--- config.mk ---
export PLATFORM = sky130hd
export DESIGN_NAME = multicycle_ctrl_flat
export DESIGN_NICKNAME = d
export VERILOG_FILES = /design/src/rtl/multicycle_ctrl_if.sv /design/src/rtl/multicycle_ctrl.sv /design/src/flat_wrapper.sv
export SDC_FILE = /design/constraint.sdc
export NUM_CORES = 1
export LEC_CHECK = 0
export CAP_MARGIN = 20
export CORE_MARGIN = 2
export CORE_UTILIZATION = 37
export DETAILED_ROUTE_END_ITERATION = 10
export PLACE_DENSITY = 0.79
export REMOVE_ABC_BUFFERS = 1
export SLEW_MARGIN = 20
export SYNTH_ARGS = -nofsm -noshare
export SYNTH_HDL_FRONTEND = slang
export SYNTH_SLANG_ARGS = --single-unit
--- constraint.sdc ---
create_clock -name clk -period 4.1 [get_ports clk]
set_clock_uncertainty 0.05 [all_clocks]
set_input_delay 0.82 -clock clk [delete_from_list [all_inputs] [get_ports clk]]
set_output_delay 0.82 -clock clk [all_outputs]
set_load 0.005 [all_outputs]
--- src/rtl/multicycle_ctrl_if.sv ---
// Control bundle between the multicycle RV32I controller and its datapath.
// The master modport is the controller side and the slave modport is the datapath side.
interface multicycle_ctrl_if #(
  parameter int STATE_W = 4
);
  logic [6:0]         op;
  logic               zero;
  logic               mem_ready;
  logic               mem_req;
  logic               MemWrite;
  logic               AdrSrc;
  logic               IRWrite;
  logic               PCWrite;
  logic               RegWrite;
  logic [1:0]         ResultSrc;
  logic [1:0]         ALUSrcA;
  logic [1:0]         ALUSrcB;
  logic [1:0]         ALUOp;
  logic [1:0]         ImmSrc;
  logic               illegal_op;
  logic [STATE_W-1:0] state_o;

  modport master (
    input  op, zero, mem_ready,
    output mem_req, MemWrite, AdrSrc, IRWrite, PCWrite, RegWrite,
           ResultSrc, ALUSrcA, ALUSrcB, ALUOp, ImmSrc, illegal_op, state_o
  );

  modport slave (
    output op, zero, mem_ready,
    input  mem_req, MemWrite, AdrSrc, IRWrite, PCWrite, RegWrite,
           ResultSrc, ALUSrcA, ALUSrcB, ALUOp, ImmSrc, illegal_op, state_o
  );
endinterface

--- src/rtl/multicycle_ctrl.sv ---
// Moore control FSM that sequences a multicycle RV32I datapath with a ready-based memory handshake.
// Define CTRL_PERF_CNT_EN to add the cycle_cnt and instret_cnt performance counters.
module multicycle_ctrl #(
  parameter int STATE_W = 4
) (
  input  logic                clk,
  input  logic                rst_n,
  multicycle_ctrl_if.master   bus
`ifdef CTRL_PERF_CNT_EN
  ,
  output logic [31:0]         cycle_cnt,
  output logic [31:0]         instret_cnt
`endif
);

  localparam logic [6:0] OP_LW   = 7'b0000011;
  localparam logic [6:0] OP_SW   = 7'b0100011;
  localparam logic [6:0] OP_R    = 7'b0110011;
  localparam logic [6:0] OP_I    = 7'b0010011;
  localparam logic [6:0] OP_BEQ  = 7'b1100011;
  localparam logic [6:0] OP_JAL  = 7'b1101111;

  typedef enum logic [STATE_W-1:0] {
    FETCH    = STATE_W'(0),
    DECODE   = STATE_W'(1),
    MEMADR   = STATE_W'(2),
    MEMREAD  = STATE_W'(3),
    MEMWB    = STATE_W'(4),
    MEMWRITE = STATE_W'(5),
    EXECR    = STATE_W'(6),
    EXECI    = STATE_W'(7),
    ALUWB    = STATE_W'(8),
    BEQ      = STATE_W'(9),
    JAL      = STATE_W'(10),
    ERROR    = STATE_W'(15)
  } state_t;

  state_t r_state;
  state_t w_next;

  always_ff @(posedge clk or negedge rst_n) begin
    if (!rst_n) r_state <= FETCH;
    else        r_state <= w_next;
  end

  always_comb begin
    w_next = r_state;
    case (r_state)
      FETCH:    if (bus.mem_ready) w_next = DECODE;
      DECODE: begin
        case (bus.op)
          OP_LW, OP_SW: w_next = MEMADR;
          OP_R:         w_next = EXECR;
          OP_I:         w_next = EXECI;
          OP_BEQ:       w_next = BEQ;
          OP_JAL:       w_next = JAL;
          default:      w_next = ERROR;
        endcase
      end
      MEMADR:   w_next = (bus.op == OP_LW) ? MEMREAD : MEMWRITE;
      MEMREAD:  if (bus.mem_ready) w_next = MEMWB;
      MEMWB:    w_next = FETCH;
      MEMWRITE: if (bus.mem_ready) w_next = FETCH;
      EXECR:    w_next = ALUWB;
      EXECI:    w_next = ALUWB;
      ALUWB:    w_next = FETCH;
      BEQ:      w_next = FETCH;
      JAL:      w_next = ALUWB;
      ERROR:    w_next = ERROR;
      default:  w_next = ERROR;
    endcase
  end

  // Outputs follow the state only; while rst_n is low everything is held at 0 so a
  // reset in the middle of an access cannot leak a write enable.
  always_comb begin
    bus.mem_req    = 1'b0;
    bus.MemWrite   = 1'b0;
    bus.AdrSrc     = 1'b0;
    bus.IRWrite    = 1'b0;
    bus.PCWrite    = 1'b0;
    bus.RegWrite   = 1'b0;
    bus.ResultSrc  = 2'b00;
    bus.ALUSrcA    = 2'b00;
    bus.ALUSrcB    = 2'b00;
    bus.ALUOp      = 2'b00;
    bus.ImmSrc     = 2'b00;
    bus.illegal_op = 1'b0;
    if (rst_n) begin
      case (bus.op)
        OP_SW:   bus.ImmSrc = 2'b01;
        OP_BEQ:  bus.ImmSrc = 2'b10;
        OP_JAL:  bus.ImmSrc = 2'b11;
        default: bus.ImmSrc = 2'b00;
      endcase
      case (r_state)
        FETCH: begin
          bus.mem_req   = 1'b1;
          bus.ALUSrcB   = 2'b10;
          bus.ResultSrc = 2'b10;
          bus.IRWrite   = bus.mem_ready;
          bus.PCWrite   = bus.mem_ready;
        end
        DECODE: begin
          bus.ALUSrcA = 2'b01;
          bus.ALUSrcB = 2'b01;
        end
        MEMADR: begin
          bus.ALUSrcA = 2'b10;
          bus.ALUSrcB = 2'b01;
        end
        MEMREAD: begin
          bus.mem_req = 1'b1;
          bus.AdrSrc  = 1'b1;
        end
        MEMWB: begin
          bus.ResultSrc = 2'b01;
          bus.RegWrite  = 1'b1;
        end
        MEMWRITE: begin
          bus.mem_req  = 1'b1;
          bus.AdrSrc   = 1'b1;
          bus.MemWrite = 1'b1;
        end
        EXECR: begin
          bus.ALUSrcA = 2'b10;
          bus.ALUOp   = 2'b10;
        end
        EXECI: begin
          bus.ALUSrcA = 2'b10;
          bus.ALUSrcB = 2'b01;
          bus.ALUOp   = 2'b10;
        end
        ALUWB:    bus.RegWrite = 1'b1;
        BEQ: begin
          bus.ALUSrcA = 2'b10;
          bus.ALUOp   = 2'b01;
          bus.PCWrite = bus.zero;
        end
        JAL: begin
          bus.ALUSrcA = 2'b01;
          bus.ALUSrcB = 2'b10;
          bus.PCWrite = 1'b1;
        end
        ERROR:    bus.illegal_op = 1'b1;
        default: ;
      endcase
    end
  end

  assign bus.state_o = r_state;

`ifdef CTRL_PERF_CNT_EN
  logic [31:0] r_cycle_cnt;
  logic [31:0] r_instret_cnt;
  logic        w_retire;

  // An instruction retires on the step that returns the FSM to FETCH.
  assign w_retire = (w_next == FETCH) &&
                    ((r_state == MEMWB) || (r_state == MEMWRITE) ||
                     (r_state == ALUWB) || (r_state == BEQ));

  always_ff @(posedge clk or negedge rst_n) begin
    if (!rst_n) begin
      r_cycle_cnt   <= 32'd0;
      r_instret_cnt <= 32'd0;
    end else begin
      r_cycle_cnt <= r_cycle_cnt + 32'd1;
      if (w_retire) r_instret_cnt <= r_instret_cnt + 32'd1;
    end
  end

  assign cycle_cnt   = r_cycle_cnt;
  assign instret_cnt = r_instret_cnt;
`endif

endmodule

--- src/flat_wrapper.sv ---
// flat-port wrapper written by rule: the top's interface ports become plain ports
module multicycle_ctrl_flat 
#(
  parameter int STATE_W = 4
)
  (clk, rst_n, bus_op, bus_zero, bus_mem_ready, bus_mem_req, bus_MemWrite, bus_AdrSrc, bus_IRWrite, bus_PCWrite, bus_RegWrite, bus_ResultSrc, bus_ALUSrcA, bus_ALUSrcB, bus_ALUOp, bus_ImmSrc, bus_illegal_op, bus_state_o);
  multicycle_ctrl_if #(.STATE_W(STATE_W)) bus_i ();
  input  logic clk;
  input  logic rst_n;
  input wire logic [$bits(bus_i.op)-1:0] bus_op;
  input wire logic [$bits(bus_i.zero)-1:0] bus_zero;
  input wire logic [$bits(bus_i.mem_ready)-1:0] bus_mem_ready;
  output wire logic [$bits(bus_i.mem_req)-1:0] bus_mem_req;
  output wire logic [$bits(bus_i.MemWrite)-1:0] bus_MemWrite;
  output wire logic [$bits(bus_i.AdrSrc)-1:0] bus_AdrSrc;
  output wire logic [$bits(bus_i.IRWrite)-1:0] bus_IRWrite;
  output wire logic [$bits(bus_i.PCWrite)-1:0] bus_PCWrite;
  output wire logic [$bits(bus_i.RegWrite)-1:0] bus_RegWrite;
  output wire logic [$bits(bus_i.ResultSrc)-1:0] bus_ResultSrc;
  output wire logic [$bits(bus_i.ALUSrcA)-1:0] bus_ALUSrcA;
  output wire logic [$bits(bus_i.ALUSrcB)-1:0] bus_ALUSrcB;
  output wire logic [$bits(bus_i.ALUOp)-1:0] bus_ALUOp;
  output wire logic [$bits(bus_i.ImmSrc)-1:0] bus_ImmSrc;
  output wire logic [$bits(bus_i.illegal_op)-1:0] bus_illegal_op;
  output wire logic [$bits(bus_i.state_o)-1:0] bus_state_o;
  assign bus_i.op = bus_op;
  assign bus_i.zero = bus_zero;
  assign bus_i.mem_ready = bus_mem_ready;
  assign bus_mem_req = bus_i.mem_req;
  assign bus_MemWrite = bus_i.MemWrite;
  assign bus_AdrSrc = bus_i.AdrSrc;
  assign bus_IRWrite = bus_i.IRWrite;
  assign bus_PCWrite = bus_i.PCWrite;
  assign bus_RegWrite = bus_i.RegWrite;
  assign bus_ResultSrc = bus_i.ResultSrc;
  assign bus_ALUSrcA = bus_i.ALUSrcA;
  assign bus_ALUSrcB = bus_i.ALUSrcB;
  assign bus_ALUOp = bus_i.ALUOp;
  assign bus_ImmSrc = bus_i.ImmSrc;
  assign bus_illegal_op = bus_i.illegal_op;
  assign bus_state_o = bus_i.state_o;
  multicycle_ctrl #(.STATE_W(STATE_W)) u_core (.clk(clk), .rst_n(rst_n), .bus(bus_i));
endmodule
## Yosys cells after proc, flatten, opt, wreduce, memory -nomap -nowiden

Index checks and enable logic that the tools add are counted.

- Bits in registers: 4
- Output and inout port bits: 21
- Logic and storage cells: 64

- Equal/unequal tests: 20
- Multiplexer cells: 30
- Reduce and logical (&&, ||, !) cells: 13

Operators with widths:

| kind | count |
|---|---|
| case mux 4 bit (7 select lines) | 1 |
| case mux 4 bit (5 select lines) | 1 |
| equality test 4 x 3 -> 1 bit (second input constant) | 4 |
| equality test 4 bit (second input constant) | 4 |
| case mux 2 bit (2 select lines) | 4 |
| equality test 7 x 6 -> 1 bit (second input constant) | 2 |
| equality test 7 bit (second input constant) | 2 |
| two-way mux 1 bit | 13 |
| two-way mux 4 bit | 3 |
| OR reduction 2 bit | 6 |
| OR reduction 3 bit | 4 |
| two-way mux 2 bit | 5 |
| equality test 4 x 2 -> 1 bit (second input constant) | 2 |
| equality test 7 x 2 -> 1 bit (second input constant) | 1 |
| equality test 7 x 5 -> 1 bit (second input constant) | 1 |
| != test 2 bit (second input constant) | 3 |
| case mux 2 bit (3 select lines) | 1 |
| equality test 4 x 1 -> 1 bit (second input constant) | 1 |
| zero test 4 bit | 1 |
| OR reduction 4 bit | 1 |
| two-way mux 3 bit | 1 |
| case mux 1 bit (3 select lines) | 1 |
| AND reduction 3 bit | 1 |

## Depth between registers and ports, before layout

Gate-level depths: netlist (run 1).

- Depth in word-level cells: 4
- Depth in mapped cells: 6

## Worst setup path after synthesis (run 1)

Ideal clock, no wire load.

- Path kind: input-to-output
- From: input bus_op[6]
- To: output bus_ImmSrc[0]
- Data arrival time: 1.459 ns
- Required time: 3.230 ns
- Slack: 1.771 ns
- Stages: 3
- Cells stage by stage: nand2_2 > or3_4 > a211oi_2

- Longest elaborated chain between the ends: 3
- Elaborated cells on any way between the ends: 5
- Classes of those cells: 3 x eq/ne; 2 x mux

Ends and longest elaborated chain:

| item | line | text |
|---|---|---|
| start, declared | flat_wrapper.sv:10 | `input wire logic [$bits(bus_i.op)-1:0] bus_op;` |
| equality test 7 bit / equality test 7 x 6 -> 1 bit (equally long branches) | multicycle_ctrl.sv:90 | `case (bus.op)` |
| case mux 2 bit (3 select lines) * | multicycle_ctrl.sv:90 |  |
| two-way mux 2 bit * | multicycle_ctrl.sv:89 | `if (rst_n) begin` |
| end, declared | flat_wrapper.sv:23 | `output wire logic [$bits(bus_i.ImmSrc)-1:0] bus_ImmSrc;` |

Every way passes the cells marked *; elsewhere a longest branch is shown, timed or not.

## Worst setup path in the final report (run 1)

- From: input bus_op[5]
- To: output bus_ImmSrc[0]

The elaborated chain is that of the path after synthesis.

==> results of run 1 <==
==> area by class of cell <==
cell class	count	area (um^2)
well taps	17	21.3
flip-flops and latches	4	100
fillers	163	727
repair buffers	31	310
clock buffers	3	22.5
multi-input cells	85	497
inverters	3	11.3
==> how the worst max path moves through the flow <==
| stage | start | end | cells after the start |
|---|---|---|---|
| 2_1_floorplan | bus_op[6] | bus_ImmSrc[0] | 3 |
| 3_3_place_gp | bus_op[5] | bus_ImmSrc[0] | 5 |
| 3_5_place_dp | bus_op[5] | bus_ImmSrc[0] | 5 |
| 4_1_cts | bus_op[5] | bus_ImmSrc[0] | 5 |
| 5_1_grt | rst_n | bus_ResultSrc[0] | 5 |
| 6_report | bus_op[5] | bus_ImmSrc[0] | 5 |
==> logic make-up after synthesis <==
kind of cell    after synthesis
compound gates               20
xor+xnor                      2
buf+inv                      11
flops                         4
mux                           1
simple gates                 62
==> report_power, final <==
part	total (mW)	switching, mW	internal, mW
Combinational	0.0243	0.0103	0.0140
Sequential	0.0397	0	0.0397
Clock	0.0508	0.0180	0.0329
Total	0.115	0.0282	0.0866
==> per-stage QoR <==
stage,hold slack [ps],power [mW],setup WS [ps],instances
after floorplan,474,0.0485,1770,92
after global placement,822,0.0641,633,140
after detailed placement,838,0.0646,619,140
after CTS,814,0.116,619,143
after global routing,833,0.120,484,143
final,810,0.115,630,143
==> cells in the mapped netlist (all sizes together), types with 3 or more instances <==
cell type and number:
a21oi 4, o21ai 7, nand3 3, nand2b 5, nor2 15, nor2b 6
o21a 3, buf 7, nand2 13, nor3 5, dfrtp 4, inv 3
==> routing by layer <==
| metal | global-route usage | up-vias |
|---|---|---|
| met3 | 0.0397 | 2 |
| li1 | - | 403 |
| met5 | 0 | - |
| met4 | 0.103 | 0 |
| met1 | 0.219 | 349 |
| met2 | 0.300 | 34 |
==> worst max-delay path: cells and delay by family <==
family | cells | cell delay (ps)
compound gates | 1 | 220
buf+inv | 2 | 1090
simple gates | 2 | 470
==> flow_metrics.py, run 1 <==
metrics = {
    "status": {
        "outcome": "completed",
    },
    "route": {
        "highest_layer": "met4",
        "dr.pass1.iters": 4,
        "via_per_inst": 5.51,
        "dr.first_iter.drc_count": 11,
        "dr_wl_met2_um": 814,
        "drc": 0,
        "antenna_left": 0,
        "wire_per_inst_um": 11.9,
        "drt-met1-wl_um": 753,
        "route.met3.wl_um": 113,
        "routed-via-count": 788,
        "wirelength_um": 1700,
    },
    "logic_synthesis": {
        "synth_top_area_share": 0.154,
        "muxShareOfSynthArea": 0.0154,
        "syn_inst": 100,
        "synthFlopType": "dfrtp_1",
        "synth_xor_area_frac": 0.0270,
        "synth.avg_cell_area_um2": 6.49,
        "async_flop_share": 1.00,
        "synth-seq-cells": 4,
        "syn_area_um2": 649,
        "synth_compound_area_frac": 0.202,
        "synth_edf_count": 0,
        "synth_largest_area_cell": "dfrtp_1",
        "synthAdderAreaFrac": 0,
        "synth_simple_gate_area_frac": 0.520,
        "ys_seq_area_frac": 0.154,
        "synth_top_family_by_area": "simple AND/OR/NAND/NOR gates",
        "synth_cell_types": 35,
        "synth_top_cells_by_area": "dfrtp_1 (15%), nor2_1 (8.7%), nand2_1 (6.9%)",
        "yosysWarnings": 0,
    },
    "power_and_ir_drop": {
        "leakage_nw": 0.337,
        "ir_drop_mv": 0.0930,
        "power_density_nw_per_um2": 119,
    },
    "final_layout": {
        "layout.nets": 139,
        "final_util": 0.570,
        "antenna_cells": 0,
        "synthToLayoutAreaGrowth_pct": 48.2,
        "final_common_cell": "clkdlybuf4s50_1",
        "fin_area_um2": 962,
        "layout_common_cells": "clkdlybuf4s50_1 (31), nor2_1 (15), nand2_1 (12)",
        "largest_reg_flops": 4,
        "drive_above_1_share": 0.0714,
    },
    "clock_tree": {
        "worstSkewPairLatency_ps": 240,
        "htreeDepth": 1,
        "clockRootBuffer": "clkbuf_4",
        "cts_tree": "done",
        "cts_setup_buffers": 0,
        "post_cts_resized": 0,
        "clk_pin_slew_ps": 40,
        "clockBufferDepth": 2,
        "holdBufCountCts": 0,
        "clkSinkCount": 4,
        "cts_buffers": 3,
    },
    "timing": {
        "rsz0062_at_grt": "no",
        "finalHoldViolations": 0,
        "fmax_mhz": 288,
        "tightest_slew_ps": 592,
        "slew_violations": 0,
        "fin_tns_setup_ps": 0,
        "fin_crit_ps": 3470,
        "setup_viol": 0,
        "relSlewSlack": 0.605,
        "period_share": 0.846,
    },
    "global_route": {
        "gr-total-overflow": 0,
        "grt_pass1_wl_um": 2770,
        "grt_antenna_before_repair": 0,
        "grt_start_max_net_pins": 22,
        "grt_pass1_vias": 663,
        "grt_use_total": 0.184,
    },
    "worst_setup_path": {
        "r2r-end": "u_core.bus.state_o[0]",
        "arrival_ps": 2600,
        "cpMostUsedCell": "clkdlybuf4s50_1",
        "required_ps": 3230,
        "cpMaxStageDelayCell": "clkdlybuf4s50_1",
        "crit_path_end_kind": "output port",
        "reg2reg_depth": 4,
        "reg2reg_slack_ps": 2570,
        "startpoint_type": "input port",
        "cp_max_fo": 5,
        "crit_path_cell_trace": "clkdlybuf4s50_1 -> nand2_2 -> or3_4 -> a211oi_2 -> clkdlybuf4s50_1",
        "cp_slowest_stage_delay_ps": 570,
        "rr_startpoint": "u_core.bus.state_o[1]",
        "critPathKind": "input port to output port",
    },
    "floorplanning": {
        "core_um2": 1690,
        "die_x_um": 45.9,
        "fp.dieH_um": 45.9,
        "dieArea_um2": 2110,
        "row_count": 15,
        "initial_core_util": 0.384,
        "num_io_pins": 32,
    },
    "place": {
        "post_dp_cell_area_um2": 940,
        "dp_hpwl_um": 1300,
        "io_buffers": 31,
        "gp_congestion": 0.773,
    },
    "worst_hold_path": {
        "hp-class": "input port to async pin",
    },
    "job": {
        "drv_cap": 0,
    },
}
Power figures use the tool's default switching activity.
==> run 2, diff against run 1 <==
- clock period: 4.1 -> 3.55 ns (I/O delays scaled with it)
==> flow_metrics.py, run 2 (same netlist as run 1, synthesis figures left out) <==
metrics = {
    "status": {
        "outcome": "completed",
    },
    "floorplanning": {
        "initial_core_util": 0.384,
        "core_um2": 1690,
        "row_count": 15,
        "die_x_um": 45.9,
        "num_io_pins": 32,
        "dieArea_um2": 2110,
        "fp.dieH_um": 45.9,
    },
    "worst_setup_path": {
        "crit_buf_inv": 2,
        "arrival_ps": 2480,
        "crit_family": "buffers and inverters",
        "required_ps": 2790,
        "cp_slowest_stage_delay_ps": 570,
        "cpMaxStageDelayCell": "clkdlybuf4s50_1",
        "cp_max_fo": 5,
        "crit_path_cell_trace": "clkdlybuf4s50_1 -> nand2_2 -> or3_4 -> a211oi_2 -> clkdlybuf4s50_1",
        "critPathKind": "input port to output port",
        "crit_path_end_kind": "output port",
        "cpMostUsedCell": "clkdlybuf4s50_1",
        "startpoint_type": "input port",
    },
    "clock_tree": {
        "cts_setup_buffers": 0,
        "cts_tree": "done",
        "clkSinkCount": 4,
        "clk_pin_slew_ps": 40,
        "clockRootBuffer": "clkbuf_4",
        "cts_buffers": 3,
        "holdBufCountCts": 0,
        "post_cts_resized": 0,
        "worstSkewPairLatency_ps": 230,
        "clockBufferDepth": 2,
        "htreeDepth": 1,
    },
    "power_and_ir_drop": {
        "power_density_nw_per_um2": 134,
        "ir_drop_mv": 0.232,
        "leakage_nw": 0.342,
    },
    "timing": {
        "fmax_mhz": 308,
        "fin_crit_ps": 3240,
        "rsz0062_at_grt": "no",
        "slew_violations": 0,
        "fin_tns_setup_ps": 0,
        "period_share": 0.914,
        "finalHoldViolations": 0,
        "tightest_slew_ps": 594,
        "setup_viol": 0,
        "relSlewSlack": 0.604,
    },
    "final_layout": {
        "layout_common_cells": "clkdlybuf4s50_1 (31), nor2_1 (15), nand2_1 (12)",
        "drive_above_1_share": 0.0787,
        "final_common_cell": "clkdlybuf4s50_1",
        "layout.nets": 140,
        "num-fill-cells": 175,
        "synthToLayoutAreaGrowth_pct": 49.3,
        "largest_reg_flops": 4,
        "finalNonFillerCells": 144,
        "antenna_cells": 0,
    },
    "global_route": {
        "gr-total-overflow": 0,
        "grt_antenna_before_repair": 0,
        "grt_use_total": 0.173,
        "grt_pass1_vias": 632,
        "grt_pass1_wl_um": 2720,
        "grt_start_max_net_pins": 22,
    },
    "route": {
        "routed-via-count": 790,
        "antenna_left": 0,
        "dr.pass1.iters": 4,
        "dr.first_iter.drc_count": 4,
        "wire_per_inst_um": 12.0,
        "drc": 0,
        "via_per_inst": 5.49,
        "wirelength_um": 1720,
    },
    "worst_hold_path": {
        "hp-class": "flop to flop",
    },
    "place": {
        "gp_congestion": 0.796,
        "dp_hpwl_um": 1300,
        "placedCellCount": 141,
        "io_buffers": 31,
    },
    "job": {
        "drv_cap": 0,
    },
}
run 2: cell types whose count changed in the layout (fill, tap and decap cells not counted):
cell,previous run,this run
buf_4,0,1
run 2: worst min-delay path: stages, from the launching register on:
cell,delay [ps]
dfrtp_1,570
o21ai_0,170
nand4_1,100
run 2: path summary, 6_finish.rpt:
path                       cells after the start  slack, ps                  start               endpoint
max                                            5        310              bus_op[5]          bus_ImmSrc[0]
min                                            2        850  u_core.bus.state_o[0]  u_core.bus.state_o[2]
max reg2reg                                    4       2040  u_core.bus.state_o[1]  u_core.bus.state_o[0]
min reg2reg                                    2        850  u_core.bus.state_o[0]  u_core.bus.state_o[2]
max in group asynchronous                      2       2480                  rst_n  u_core.bus.state_o[3]
min in group asynchronous                      2        860                  rst_n  u_core.bus.state_o[2]
run 2: area by class of cell:
| class | instances | area, um^2 | area share |
|---|---|---|---|
| multi-input combinational | 85 | 497 | 0.512 |
| timing repair buffer | 32 | 318 | 0.328 |
| sequential | 4 | 100 | 0.103 |
| clock buffer | 3 | 22.5 | 0.0232 |
| tap | 17 | 21.3 | 0.0219 |
| inverter | 3 | 11.3 | 0.0116 |
run 2: stage by stage:
stage | power, mW | setup WS, ps | util | instance area (um^2) | hold WS (ps)
2_1_floorplan | 0.0560 | 1440 | - | 608 | 364
3_3_place_gp | 0.0748 | 330 | 0.561 | 947 | 820
3_5_place_dp | 0.0753 | 299 | 0.561 | 947 | 839
4_1_cts | 0.134 | 294 | 0.574 | 970 | 849
5_1_grt | 0.139 | 247 | 0.574 | 970 | 865
6_report | 0.130 | 306 | 0.574 | 970 | 848
run 2: per-layer routing:
| metal | vias to the layer above | part of all wire | track usage |
|---|---|---|---|
| met4 | 0 | 0.013 | 0.0400 |
| met2 | 34 | 0.48 | 0.297 |
| met1 | 353 | 0.44 | 0.214 |
| met5 | - | 0 | 0 |
| li1 | 401 | - | - |
| met3 | 2 | 0.065 | 0.0437 |
run 2: power by group:
part	switching, mW	internal [mW]
registers	0	0.0459
logic	0.0120	0.0169
clock network	0.0174	0.0377
total	0.0295	0.101
==> run 3, diff against run 2 <==
--- a/config.mk
+++ b/config.mk
@@ -13,2 +13,3 @@
 export REMOVE_ABC_BUFFERS = 1
+export SKIP_CTS_REPAIR_TIMING = 1
 export SLEW_MARGIN = 20
==> constraint.sdc (replaced) <==
create_clock -name clk -period 3.55 [get_ports clk]
set_clock_uncertainty 0.05 [all_clocks]
set_input_delay 0.5325 -clock clk [delete_from_list [all_inputs] [get_ports clk]]
set_output_delay 0.5325 -clock clk [all_outputs]
set_load 0.005 [all_outputs]
==> flow_metrics.py, run 3 (same netlist as run 1, synthesis figures left out) <==
metrics = {
    "status": {
        "outcome": "completed",
    },
    "floorplanning": {
        "row_count": 15,
        "fp.dieH_um": 45.9,
        "num_io_pins": 32,
        "core_um2": 1690,
        "die_x_um": 45.9,
        "initial_core_util": 0.384,
        "dieArea_um2": 2110,
    },
    "timing": {
        "setup_viol": 0,
        "rsz0062_at_grt": "no",
        "period_share": 0.815,
        "hold_slack_ps": 528,
        "tightest_slew_ps": 605,
        "finalHoldViolations": 0,
        "fin_tns_setup_ps": 0,
        "relSlewSlack": 0.597,
        "fin_crit_ps": 2890,
        "fmax_mhz": 345,
        "slew_violations": 0,
    },
    "route": {
        "via_per_inst": 5.62,
        "wirelength_um": 1720,
        "drc": 0,
        "routed-via-count": 803,
        "antenna_left": 0,
        "dr.first_iter.drc_count": 14,
        "wire_per_inst_um": 12.1,
        "dr.pass1.iters": 4,
    },
    "worst_setup_path": {
        "crit_path_end_kind": "output port",
        "reg2reg_slack_ps": 2040,
        "r2r-end": "u_core.bus.state_o[0]",
        "arrival_ps": 2310,
        "critPathKind": "input port to output port",
        "startpoint_type": "input port",
        "required_ps": 2970,
        "reg2reg_depth": 4,
        "rr_startpoint": "u_core.bus.state_o[1]",
        "cp_max_fo": 5,
    },
    "power_and_ir_drop": {
        "combPwrFrac": 0.213,
        "internal_power_mw": 0.100,
        "p_clk_frac": 0.439,
        "leakage_nw": 0.337,
        "power_frac_seq": 0.348,
        "ir_drop_mv": 0.107,
        "finalPower_mw": 0.132,
        "power_switching_share": 0.242,
        "p_sw_mw": 0.0319,
        "power_density_nw_per_um2": 137,
    },
    "clock_tree": {
        "cts_tree": "done",
        "clockBufferDepth": 2,
        "htreeDepth": 1,
        "cts_buffers": 3,
        "worstSkewPairLatency_ps": 240,
        "clk_pin_slew_ps": 40,
        "clockRootBuffer": "clkbuf_4",
        "clkSinkCount": 4,
    },
    "place": {
        "io_buffers": 31,
        "dp_hpwl_um": 1290,
        "post_dp_cell_area_um2": 940,
        "gp_congestion": 0.774,
    },
    "global_route": {
        "grt_pass1_vias": 680,
        "gr-total-overflow": 0,
        "grt_antenna_before_repair": 0,
        "grt_pass1_wl_um": 2920,
        "grt_use_total": 0.192,
        "grt_start_max_net_pins": 22,
    },
    "worst_hold_path": {
        "hp-class": "input port to async pin",
    },
    "final_layout": {
        "synthToLayoutAreaGrowth_pct": 48.2,
        "layout_common_cells": "clkdlybuf4s50_1 (31), nor2_1 (15), nand2_1 (12)",
        "layout.nets": 139,
        "final_util": 0.570,
        "largest_reg_flops": 4,
        "final_common_cell": "clkdlybuf4s50_1",
        "drive_above_1_share": 0.0714,
        "fin_area_um2": 962,
        "antenna_cells": 0,
    },
    "job": {
        "drv_cap": 0,
    },
}
-- run 3: metrics by stage --
stage | setup WS (ps) | std cells
after floorplan | 1780 | 92
after global placement | 658 | 140
after detailed placement | 646 | 140
after CTS | 646 | 143
after global routing | 496 | 143
final | 655 | 143
-- run 3: per-layer routing --
metal,share of wire,GRT usage,routed length (um)
met1,0.44,0.243,761
met2,0.47,0.300,812
met3,0.071,0.0397,123
met4,0.016,0.103,27
met5,0,0,0
-- run 3: area by class of cell --
| cell class | count | area, um^2 |
|---|---|---|
| clock buffer | 3 | 22.5 |
| inverter | 3 | 11.3 |
| sequential | 4 | 100 |
| tap | 17 | 21.3 |
| timing repair buffer | 31 | 310 |
| fill | 162 | 727 |
| multi-input combinational | 85 | 497 |
-- run 3: worst max-delay path by stage --
stage                          startpoint               end  slack, ps  cells past startpoint
finish                          bus_op[5]     bus_ImmSrc[0]        660                      5
global route                        rst_n  bus_ResultSrc[0]        500                      5
CTS                             bus_op[5]     bus_ImmSrc[0]        650                      5
detailed placement              bus_op[5]     bus_ImmSrc[0]        650                      5
global placement                bus_op[5]     bus_ImmSrc[0]        660                      5
floorplan           u_core.bus.state_o[1]       bus_mem_req       1780                      3
-- run 3: critical path, stage by stage --
cell and delay, ps:
clkdlybuf4s50_1 570, nand2_2 90, or3_4 380, a211oi_2 210, clkdlybuf4s50_1 520
-- run 3: power groups by stage --
stage,clock (mW),sequential [mW],combinational [mW]
detailed placement,0,0.0464,0.0282
global placement,0,0.0464,0.0276
CTS,0.0593,0.0458,0.0284
floorplan,0,0.0464,0.00953
finish,0.0579,0.0459,0.0281
global route,0.0623,0.0458,0.0310
